## config.mk

```make
export PLATFORM = sky130hd
export DESIGN_NAME = pipe_hazard_ctrl_flat
export DESIGN_NICKNAME = d
export VERILOG_FILES = /design/src/rtl/pipe_hazard_ctrl_if.sv /design/src/rtl/pipe_hazard_ctrl.sv /design/src/flat_wrapper.sv
export SDC_FILE = /design/constraint.sdc
export NUM_CORES = 1
export LEC_CHECK = 0
export BUFFER_PORTS_ARGS = -buffer_cell sky130_fd_sc_hd__clkbuf_2
export CAP_MARGIN = 10
export CORE_AREA = 2 2 39 41
export CTS_CLUSTER_DIAMETER = 150
export DETAILED_ROUTE_END_ITERATION = 6
export DIE_AREA = 0 0 41 43
export PLACE_DENSITY = 0.58
export SETUP_SLACK_MARGIN = 0.1
export SKIP_LAST_GASP = 1
export SLEW_MARGIN = 20
export SYNTH_ARGS = -nofsm -noshare
export SYNTH_HDL_FRONTEND = slang
export SYNTH_SLANG_ARGS = --single-unit
export TNS_END_PERCENT = 1
```

## constraint.sdc

```tcl
create_clock -name clk -period 1.4 [get_ports clk]
set_clock_uncertainty 0.05 [all_clocks]
set_input_delay 0.14 -clock clk [delete_from_list [all_inputs] [get_ports clk]]
set_output_delay 0.14 -clock clk [all_outputs]
set_load 0.05 [all_outputs]
```

## src/rtl/pipe_hazard_ctrl_if.sv

```systemverilog
// rtl/pipe_hazard_ctrl_if.sv - hazard inputs and buffer enable/flush outputs of the stall/flush controller
interface pipe_hazard_ctrl_if #(
    parameter int REG_W = 3,
    parameter int CNT_W = 16
);
    logic [REG_W-1:0] i_dec_rsrc1;
    logic [REG_W-1:0] i_dec_rsrc2;
    logic             i_dec_use1;
    logic             i_dec_use2;
    logic             i_ex_mem_read;
    logic [REG_W-1:0] i_ex_rdst;
    logic             i_ex_br_taken;
    logic             i_mem_wide;
    logic             o_pc_en;
    logic             o_fd_en;
    logic             o_fd_flush;
    logic             o_de_en;
    logic             o_de_flush;
    logic             o_em_en;
    logic             o_mw_en;
    logic             o_mw_flush;
    logic             o_mem_half;
    logic [CNT_W-1:0] o_stall_cnt;

    modport master (
        output i_dec_rsrc1, i_dec_rsrc2, i_dec_use1, i_dec_use2,
               i_ex_mem_read, i_ex_rdst, i_ex_br_taken, i_mem_wide,
        input  o_pc_en, o_fd_en, o_fd_flush, o_de_en, o_de_flush,
               o_em_en, o_mw_en, o_mw_flush, o_mem_half, o_stall_cnt
    );

    modport slave (
        input  i_dec_rsrc1, i_dec_rsrc2, i_dec_use1, i_dec_use2,
               i_ex_mem_read, i_ex_rdst, i_ex_br_taken, i_mem_wide,
        output o_pc_en, o_fd_en, o_fd_flush, o_de_en, o_de_flush,
               o_em_en, o_mw_en, o_mw_flush, o_mem_half, o_stall_cnt
    );
endinterface

```

## src/rtl/pipe_hazard_ctrl.sv

```systemverilog
// rtl/pipe_hazard_ctrl.sv - 5-stage stall/flush controller (load-use, taken branch, two-cycle wide memory op)
// Optional stall counter under HAZARD_PERF_CNT_EN.
module pipe_hazard_ctrl #(
    parameter int REG_W = 3,
    parameter int CNT_W = 16
) (
    input  logic              clk,
    input  logic              rst,
    pipe_hazard_ctrl_if.slave hz
);
    typedef enum logic {
        RUN      = 1'b0,
        MEM_HOLD = 1'b1
    } state_t;

    state_t           r_state;
    state_t           w_next;
    logic [REG_W-1:0] w_rs1;
    logic [REG_W-1:0] w_rs2;
    logic [REG_W-1:0] w_rd;
    logic             w_lu;
    logic             w_pc_en;
    logic             w_fd_en;
    logic             w_fd_flush;
    logic             w_de_en;
    logic             w_de_flush;
    logic             w_em_en;
    logic             w_mw_en;
    logic             w_mw_flush;
    logic             w_mem_half;

    assign w_rs1 = hz.i_dec_rsrc1;
    assign w_rs2 = hz.i_dec_rsrc2;
    assign w_rd  = hz.i_ex_rdst;
    // Register 0 is an ordinary register, so it takes part in the compare.
    assign w_lu  = hz.i_ex_mem_read &&
                   ((hz.i_dec_use1 && (w_rs1 == w_rd)) ||
                    (hz.i_dec_use2 && (w_rs2 == w_rd)));

    always_ff @(posedge clk) begin
        if (rst) begin
            r_state <= RUN;
        end else begin
            r_state <= w_next;
        end
    end

    always_comb begin
        w_next = RUN;
        if (r_state == RUN && hz.i_mem_wide) begin
            w_next = MEM_HOLD;
        end
    end

    always_comb begin
        w_pc_en    = 1'b1;
        w_fd_en    = 1'b1;
        w_fd_flush = 1'b0;
        w_de_en    = 1'b1;
        w_de_flush = 1'b0;
        w_em_en    = 1'b1;
        w_mw_en    = 1'b1;
        w_mw_flush = 1'b0;
        w_mem_half = 1'b0;
        if (!rst) begin
            if (r_state == RUN && hz.i_mem_wide) begin
                // Freeze upstream; branch/lu are re-presented by the frozen stages next cycle.
                w_pc_en    = 1'b0;
                w_fd_en    = 1'b0;
                w_de_en    = 1'b0;
                w_em_en    = 1'b0;
                w_mw_flush = 1'b1;
            end else begin
                w_mem_half = (r_state == MEM_HOLD);
                if (hz.i_ex_br_taken) begin
                    w_fd_flush = 1'b1;
                    w_de_flush = 1'b1;
                end else if (w_lu) begin
                    w_pc_en    = 1'b0;
                    w_fd_en    = 1'b0;
                    w_de_flush = 1'b1;
                end
            end
        end
    end

    assign hz.o_pc_en    = w_pc_en;
    assign hz.o_fd_en    = w_fd_en;
    assign hz.o_fd_flush = w_fd_flush;
    assign hz.o_de_en    = w_de_en;
    assign hz.o_de_flush = w_de_flush;
    assign hz.o_em_en    = w_em_en;
    assign hz.o_mw_en    = w_mw_en;
    assign hz.o_mw_flush = w_mw_flush;
    assign hz.o_mem_half = w_mem_half;

`ifdef HAZARD_PERF_CNT_EN
    logic [CNT_W-1:0] r_stall_cnt;

    always_ff @(posedge clk) begin
        if (rst) begin
            r_stall_cnt <= '0;
        end else if (!w_pc_en && (r_stall_cnt != {CNT_W{1'b1}})) begin
            r_stall_cnt <= r_stall_cnt + {{(CNT_W-1){1'b0}}, 1'b1};
        end
    end

    assign hz.o_stall_cnt = rst ? {CNT_W{1'b0}} : r_stall_cnt;
`else
    logic [CNT_W-1:0] w_stall_zero;
    assign w_stall_zero   = '0;
    assign hz.o_stall_cnt = w_stall_zero;
`endif
endmodule

```

## src/flat_wrapper.sv

```systemverilog
// flat-port wrapper written by rule: the top's interface ports become plain ports
module pipe_hazard_ctrl_flat 
#(
    parameter int REG_W = 3,
    parameter int CNT_W = 16
)
  (clk, rst, hz_i_dec_rsrc1, hz_i_dec_rsrc2, hz_i_dec_use1, hz_i_dec_use2, hz_i_ex_mem_read, hz_i_ex_rdst, hz_i_ex_br_taken, hz_i_mem_wide, hz_o_pc_en, hz_o_fd_en, hz_o_fd_flush, hz_o_de_en, hz_o_de_flush, hz_o_em_en, hz_o_mw_en, hz_o_mw_flush, hz_o_mem_half, hz_o_stall_cnt);
  pipe_hazard_ctrl_if #(.REG_W(REG_W), .CNT_W(CNT_W)) hz_i ();
  input  logic clk;
  input  logic rst;
  input wire logic [$bits(hz_i.i_dec_rsrc1)-1:0] hz_i_dec_rsrc1;
  input wire logic [$bits(hz_i.i_dec_rsrc2)-1:0] hz_i_dec_rsrc2;
  input wire logic [$bits(hz_i.i_dec_use1)-1:0] hz_i_dec_use1;
  input wire logic [$bits(hz_i.i_dec_use2)-1:0] hz_i_dec_use2;
  input wire logic [$bits(hz_i.i_ex_mem_read)-1:0] hz_i_ex_mem_read;
  input wire logic [$bits(hz_i.i_ex_rdst)-1:0] hz_i_ex_rdst;
  input wire logic [$bits(hz_i.i_ex_br_taken)-1:0] hz_i_ex_br_taken;
  input wire logic [$bits(hz_i.i_mem_wide)-1:0] hz_i_mem_wide;
  output wire logic [$bits(hz_i.o_pc_en)-1:0] hz_o_pc_en;
  output wire logic [$bits(hz_i.o_fd_en)-1:0] hz_o_fd_en;
  output wire logic [$bits(hz_i.o_fd_flush)-1:0] hz_o_fd_flush;
  output wire logic [$bits(hz_i.o_de_en)-1:0] hz_o_de_en;
  output wire logic [$bits(hz_i.o_de_flush)-1:0] hz_o_de_flush;
  output wire logic [$bits(hz_i.o_em_en)-1:0] hz_o_em_en;
  output wire logic [$bits(hz_i.o_mw_en)-1:0] hz_o_mw_en;
  output wire logic [$bits(hz_i.o_mw_flush)-1:0] hz_o_mw_flush;
  output wire logic [$bits(hz_i.o_mem_half)-1:0] hz_o_mem_half;
  output wire logic [$bits(hz_i.o_stall_cnt)-1:0] hz_o_stall_cnt;
  assign hz_i.i_dec_rsrc1 = hz_i_dec_rsrc1;
  assign hz_i.i_dec_rsrc2 = hz_i_dec_rsrc2;
  assign hz_i.i_dec_use1 = hz_i_dec_use1;
  assign hz_i.i_dec_use2 = hz_i_dec_use2;
  assign hz_i.i_ex_mem_read = hz_i_ex_mem_read;
  assign hz_i.i_ex_rdst = hz_i_ex_rdst;
  assign hz_i.i_ex_br_taken = hz_i_ex_br_taken;
  assign hz_i.i_mem_wide = hz_i_mem_wide;
  assign hz_o_pc_en = hz_i.o_pc_en;
  assign hz_o_fd_en = hz_i.o_fd_en;
  assign hz_o_fd_flush = hz_i.o_fd_flush;
  assign hz_o_de_en = hz_i.o_de_en;
  assign hz_o_de_flush = hz_i.o_de_flush;
  assign hz_o_em_en = hz_i.o_em_en;
  assign hz_o_mw_en = hz_i.o_mw_en;
  assign hz_o_mw_flush = hz_i.o_mw_flush;
  assign hz_o_mem_half = hz_i.o_mem_half;
  assign hz_o_stall_cnt = hz_i.o_stall_cnt;
  pipe_hazard_ctrl #(.REG_W(REG_W), .CNT_W(CNT_W)) u_core (.clk(clk), .rst(rst), .hz(hz_i));
endmodule
```

==> results of run 1 <==
-- metal layers --
metal | share of wire | vias to the layer above
met5 | 0 | -
met4 | 0 | 0
met3 | 0.18 | 0
met2 | 0.46 | 25
met1 | 0.35 | 107
li1 | - | 130
-- through the flow --
stage	cell area, um2	setup WS [ps]
final	363	168
after detailed placement	360	102
after global routing	363	111
after global placement	360	96.6
after floorplan	360	-176
after CTS	360	102
-- power by group --
| part | switching, uW | internal, uW | total, uW |
|---|---|---|---|
| Clock | 0 | 0 | 0 |
| Combinational | 178 | 46.3 | 224 |
| Sequential | 0.502 | 30.7 | 31.2 |
| Total | 178 | 77.0 | 255 |
-- cells in the mapped netlist (all sizes together) --
library cell / instances
inv: 2
conb: 2
nor2b: 1
nor3b: 1
a21oi: 1
xnor2: 6
a41o: 1
nand4: 2
buf: 19
nand2b: 1
and3: 1
dfxtp: 1
nor2: 1
nand2: 1
-- final cells by class --
cell class	instances	area [um2]	share of cell area
Inverter	2	7.51	0.0207
Sequential cell	1	20.0	0.0552
Tap cell	16	20.0	0.0552
Multi-Input combinational cell	33	190	0.524
Timing Repair Buffer	24	125	0.345
-- final timing paths --
check	to	slack [ps]	depth (start not counted)
max	hz_o_de_flush	170	4
min	u_core.r_state$_DFF_P_	350	2
max reg2reg	u_core.r_state$_DFF_P_	580	3
min reg2reg	u_core.r_state$_DFF_P_	590	3
-- critical path: stages, from the launching register on --
cell and delay, ps:
dfxtp_1 280, nand2b_1 150, and3_1 200, a41o_2 230
buf_4 180
-- logic make-up after synthesis --
logic type | count (synthesis)
other | 2
buffers and inverters | 21
AO/OA/AOI/OAI | 2
XOR/XNOR | 6
flip-flops | 1
AND/OR/NAND/NOR | 8
-- what timing repair did --
action	in CTS	in global routing
endpoints found under the setup margin	0	1
hold buffers	0	0
gates resized for setup	0	3
buffers inserted	0	0
==> flow_summary.json, run 1 <==
{
  "status": "finished clean",
  "grt_max_degree": 5,
  "synth_top_family_by_area": "buffers and inverters",
  "largest_registers": "u_core.r_state (1)",
  "dieWidth_um": 41,
  "drt-pass1-iter-count": 1,
  "final.setup.tns_ps": 0,
  "ys_warn_count": 0,
  "dp_cells": 76,
  "crit_fanout": 2,
  "nets": 78,
  "synth_fa_ha_area_frac": 0,
  "timing.rr.start": "u_core.r_state$_DFF_P_",
  "dieArea_mm2": 0.00176,
  "largest-register": "u_core.r_state",
  "drc_errors": 0,
  "min_from": "rst",
  "rsz0062_at_grt": "false",
  "drv_cap": 0,
  "grt_antenna_before_repair": 0,
  "wl_um": 504,
  "ys_types": 14,
  "synth_compound_area_frac": 0.0515,
  "grt_pass1_wl_um": 572,
  "grt_pass1_vias": 165,
  "fillerInstances": 163,
  "port_buffers": 23,
  "initial_core_util": 0.211,
  "syn-mean-instance-area_um2": 7.29,
  "grt_use_met3": 0.00524,
  "path_clk_slew_ps": 0,
  "clk_latency_ps": 0,
  "post-dp-hpwl_um": 506,
  "gr-total-overflow": 0,
  "drive_gt1_frac": 0.450,
  "drt_iter0_markers": 0,
  "wl_per_cell_um": 6.63,
  "largest_reg_flops": 1,
  "finalHoldViolations": 0,
  "viasPerCell": 3.45,
  "vias": 262,
  "globalplace.congestion": 0.610,
  "syn_to_final_growth_pct": 24.5,
  "globalRouteMet1Util": 0.0411,
  "grt_usage": 0.0440,
  "endpoint_kind": "primary output",
  "worst_ep_required_time_ps": 1210,
  "mostFrequentLayoutCells": "clkbuf_2, conb_1, xnor2_1",
  "synth_seq_cells": 1,
  "ant_nets": 0,
  "synth_xor_area_frac": 0.180,
  "hp-class": "input pin to flop",
  "p_leak_uw": 0.000216,
  "synth_top_area_frac": 0.489,
  "die_h_um": 43,
  "pin_count": 41,
  "synth_area_um2": 292,
  "yosys.area_share.simple": 0.159,
  "synth_top_area_cell": "buf_4",
  "antenna_cells": 0,
  "busiest_layer": "met2",
  "worstSetupStartpoint": "u_core.r_state$_DFF_P_",
  "worst-setup-path-type": "flop to primary output",
  "synth_area_leaders": "buf_4, xnor2_1, dfxtp_1, nand4_1, a41o_1",
  "min_period_over_period": 0.880,
  "critPathArrivalTime_ps": 1040,
  "max_clock_freq_mhz": 812,
  "rows": 14,
  "setup_viol_count_final": 0,
  "seq_area_frac_synth": 0.0687,
  "syn_inst": 40,
  "layout_min_cycle_time_ps": 1230,
  "synthMuxAreaShare": 0,
  "whs_ps": 354,
  "cellPowerDensity_mw_per_mm2": 703,
  "finalCoreUtilization": 0.262,
  "final_common_cell": "clkbuf_2",
  "power_uw": 255,
  "grt_util_met2": 0.0938,
  "core_mm2": 0.00138,
  "drv_slew": 0,
  "startpoint_type": "flop",
  "final_cells": 76,
  "ir_drop_mv": 0.144
}
Power figures use the tool's default switching activity.
==> run 2, diff against run 1 <==
ABC_AREA = 1   (was not set)
CTS_CLUSTER_DIAMETER = 120   (was 150)
PLACE_DENSITY = 0.63   (was 0.58)
==> run 2 against run 1 <==
Critical path depth grew 7. Setup slack gained 82 ps. Largest cell class unchanged. Cell count grew 37%. Via count grew 43%. Global-route usage grew 2.4 points. Combinational power grew 5%.
==> flow_summary.json, run 2 <==
{
  "drv_cap": 0,
  "post_dp_cell_area_um2": 409,
  "grt_usage": 0.0681,
  "ys_types": 10,
  "grt_pass1_wl_um": 917,
  "pin_count": 41,
  "largest_registers": "u_core.r_state (1)",
  "vias": 374,
  "wl_per_cell_um": 5.73,
  "synth_area_leaders": "buf_4, nand2_1, inv_1, nor2_1, dfxtp_1",
  "rsz0062_at_grt": "false",
  "endpoint_kind": "primary output",
  "ant_nets": 0,
  "ys_warn_count": 0,
  "grt_max_degree": 5,
  "cts_setup_buffers": 0,
  "wl_um": 596,
  "setup_viol_count_final": 0,
  "crit_fanout": 3,
  "synth_top_area_cell": "buf_4",
  "nets": 106,
  "ctsHoldBuffers": 0,
  "port_buffers": 23,
  "rows": 14,
  "worst-setup-path-type": "input pin to primary output",
  "hold_path_depth": 2,
  "grt_pass1_vias": 263,
  "antenna_cells": 0,
  "dieWidth_um": 41,
  "clk_latency_ps": 0,
  "drc_errors": 0,
  "seq_area_frac_synth": 0.0567,
  "min_period_over_period": 0.821,
  "critPathArrivalTime_ps": 960,
  "gr-total-overflow": 0,
  "yosysMostFrequentCell": "nand2_1",
  "rr_worst_depth": 3,
  "initial_core_util": 0.255,
  "mostFrequentLayoutCells": "nand2_1, clkbuf_2, conb_1, inv_1, nor2_1",
  "synth_seq_cells": 1,
  "dieArea_mm2": 0.00176,
  "post-dp-hpwl_um": 588,
  "path_clk_slew_ps": 0,
  "largest_reg_flops": 1,
  "final_common_cell": "nand2_1",
  "core_mm2": 0.00138,
  "synth_area_um2": 353,
  "layout_min_cycle_time_ps": 1150,
  "power_uw": 266,
  "worst_ep_required_time_ps": 1210,
  "globalplace.congestion": 0.667,
  "ir_drop_mv": 0.229,
  "p_leak_uw": 0.000312,
  "syn-mean-instance-area_um2": 5.11,
  "startpoint_type": "input pin",
  "synth_enable_flop_cells": 0,
  "final_area_um2": 427,
  "synthTopCellsByCount": "nand2_1, buf_4, inv_1",
  "drt_iter0_markers": 1,
  "cellPowerDensity_mw_per_mm2": 624,
  "largest-register": "u_core.r_state",
  "grt_antenna_before_repair": 0,
  "finalHoldViolations": 0,
  "syn_to_final_growth_pct": 20.9,
  "drive_gt1_frac": 0.307,
  "syn_inst": 69,
  "fillerInstances": 165,
  "synth-main-ff-cell": "dfxtp_1",
  "drv_slew": 0,
  "max_clock_freq_mhz": 870,
  "hp-class": "input pin to flop",
  "viasPerCell": 3.60,
  "drt-pass1-iter-count": 2,
  "synth_top_area_frac": 0.404,
  "die_h_um": 43,
  "status": "finished clean",
  "synth-async-reset-ratio": 0
}
==> run 2: changes by cell type after synthesis, sizes merged, moves of 2 or more <==
cell and change:
nor2 +7, inv +9, nand4 -2, nand2 +24, xnor2 -6
==> run 2: timing repair <==
item	4_1_cts	5_1_grt
endpoints found under the hold margin	0	0
endpoints found under the setup margin	0	3
resized for setup	0	12
==> run 2: worst paths after layout <==
path	from	slack, ps	to
worst max-delay path	hz_i_ex_rdst[0]	250	hz_o_fd_en
worst min-delay path	rst	330	u_core.r_state$_DFF_P_
worst max register to register	u_core.r_state$_DFF_P_	760	u_core.r_state$_DFF_P_
worst min register to register	u_core.r_state$_DFF_P_	480	u_core.r_state$_DFF_P_
==> run 2: report_power, final <==
group / switching (uW) / internal (uW) / leakage [uW]
registers: 0.604 / 30.7 / 0.00000829
logic: 189 / 45.8 / 0.000304
clock network: 0 / 0 / 0
==> run 2: critical path, cell delays in order <==
cell      delay (ps)
clkbuf_2         100
inv_1             50
nand2_1           50
nand2_1           60
nor2_2            90
nand2_1           50
nand2_1           80
nand2_1           50
nand2_1           50
nand2_1           80
buf_6            170
==> run 2: logic make-up after synthesis <==
kind of cell | synth area share
AND/OR/NAND/NOR | 0.372
other | 0.0213
buffers and inverters | 0.521
AO/OA/AOI/OAI | 0.0284
flip-flops | 0.0567
==> run 2: metrics by stage <==
stage | std cells | TNS [ps] | hold slack [ps] | utilization | setup WS [ps]
after floorplan | 84 | -81.2 | 228 | - | -81.2
final | 104 | 0 | 334 | 0.308 | 250
after global placement | 104 | 0 | 332 | 0.296 | 184
after global routing | 104 | 0 | 355 | 0.308 | 106
after CTS | 104 | 0 | 335 | 0.296 | 181
after detailed placement | 104 | 0 | 337 | 0.296 | 183
==> run 2: final cells by class <==
type | instances | area, um2 | area share
multi-input cells | 53 | 215 | 0.504
repair buffers | 23 | 130 | 0.305
inverters | 11 | 41.3 | 0.0968
flip-flops and latches | 1 | 20.0 | 0.0469
well taps | 16 | 20.0 | 0.0469
==> run 2: metal layers <==
layer,track usage,vias up,part of all wire
met4,0,0,0
met3,0,0,0.15
li1,-,201,-
met2,0.125,26,0.47
met5,0,-,0
met1,0.0892,147,0.38
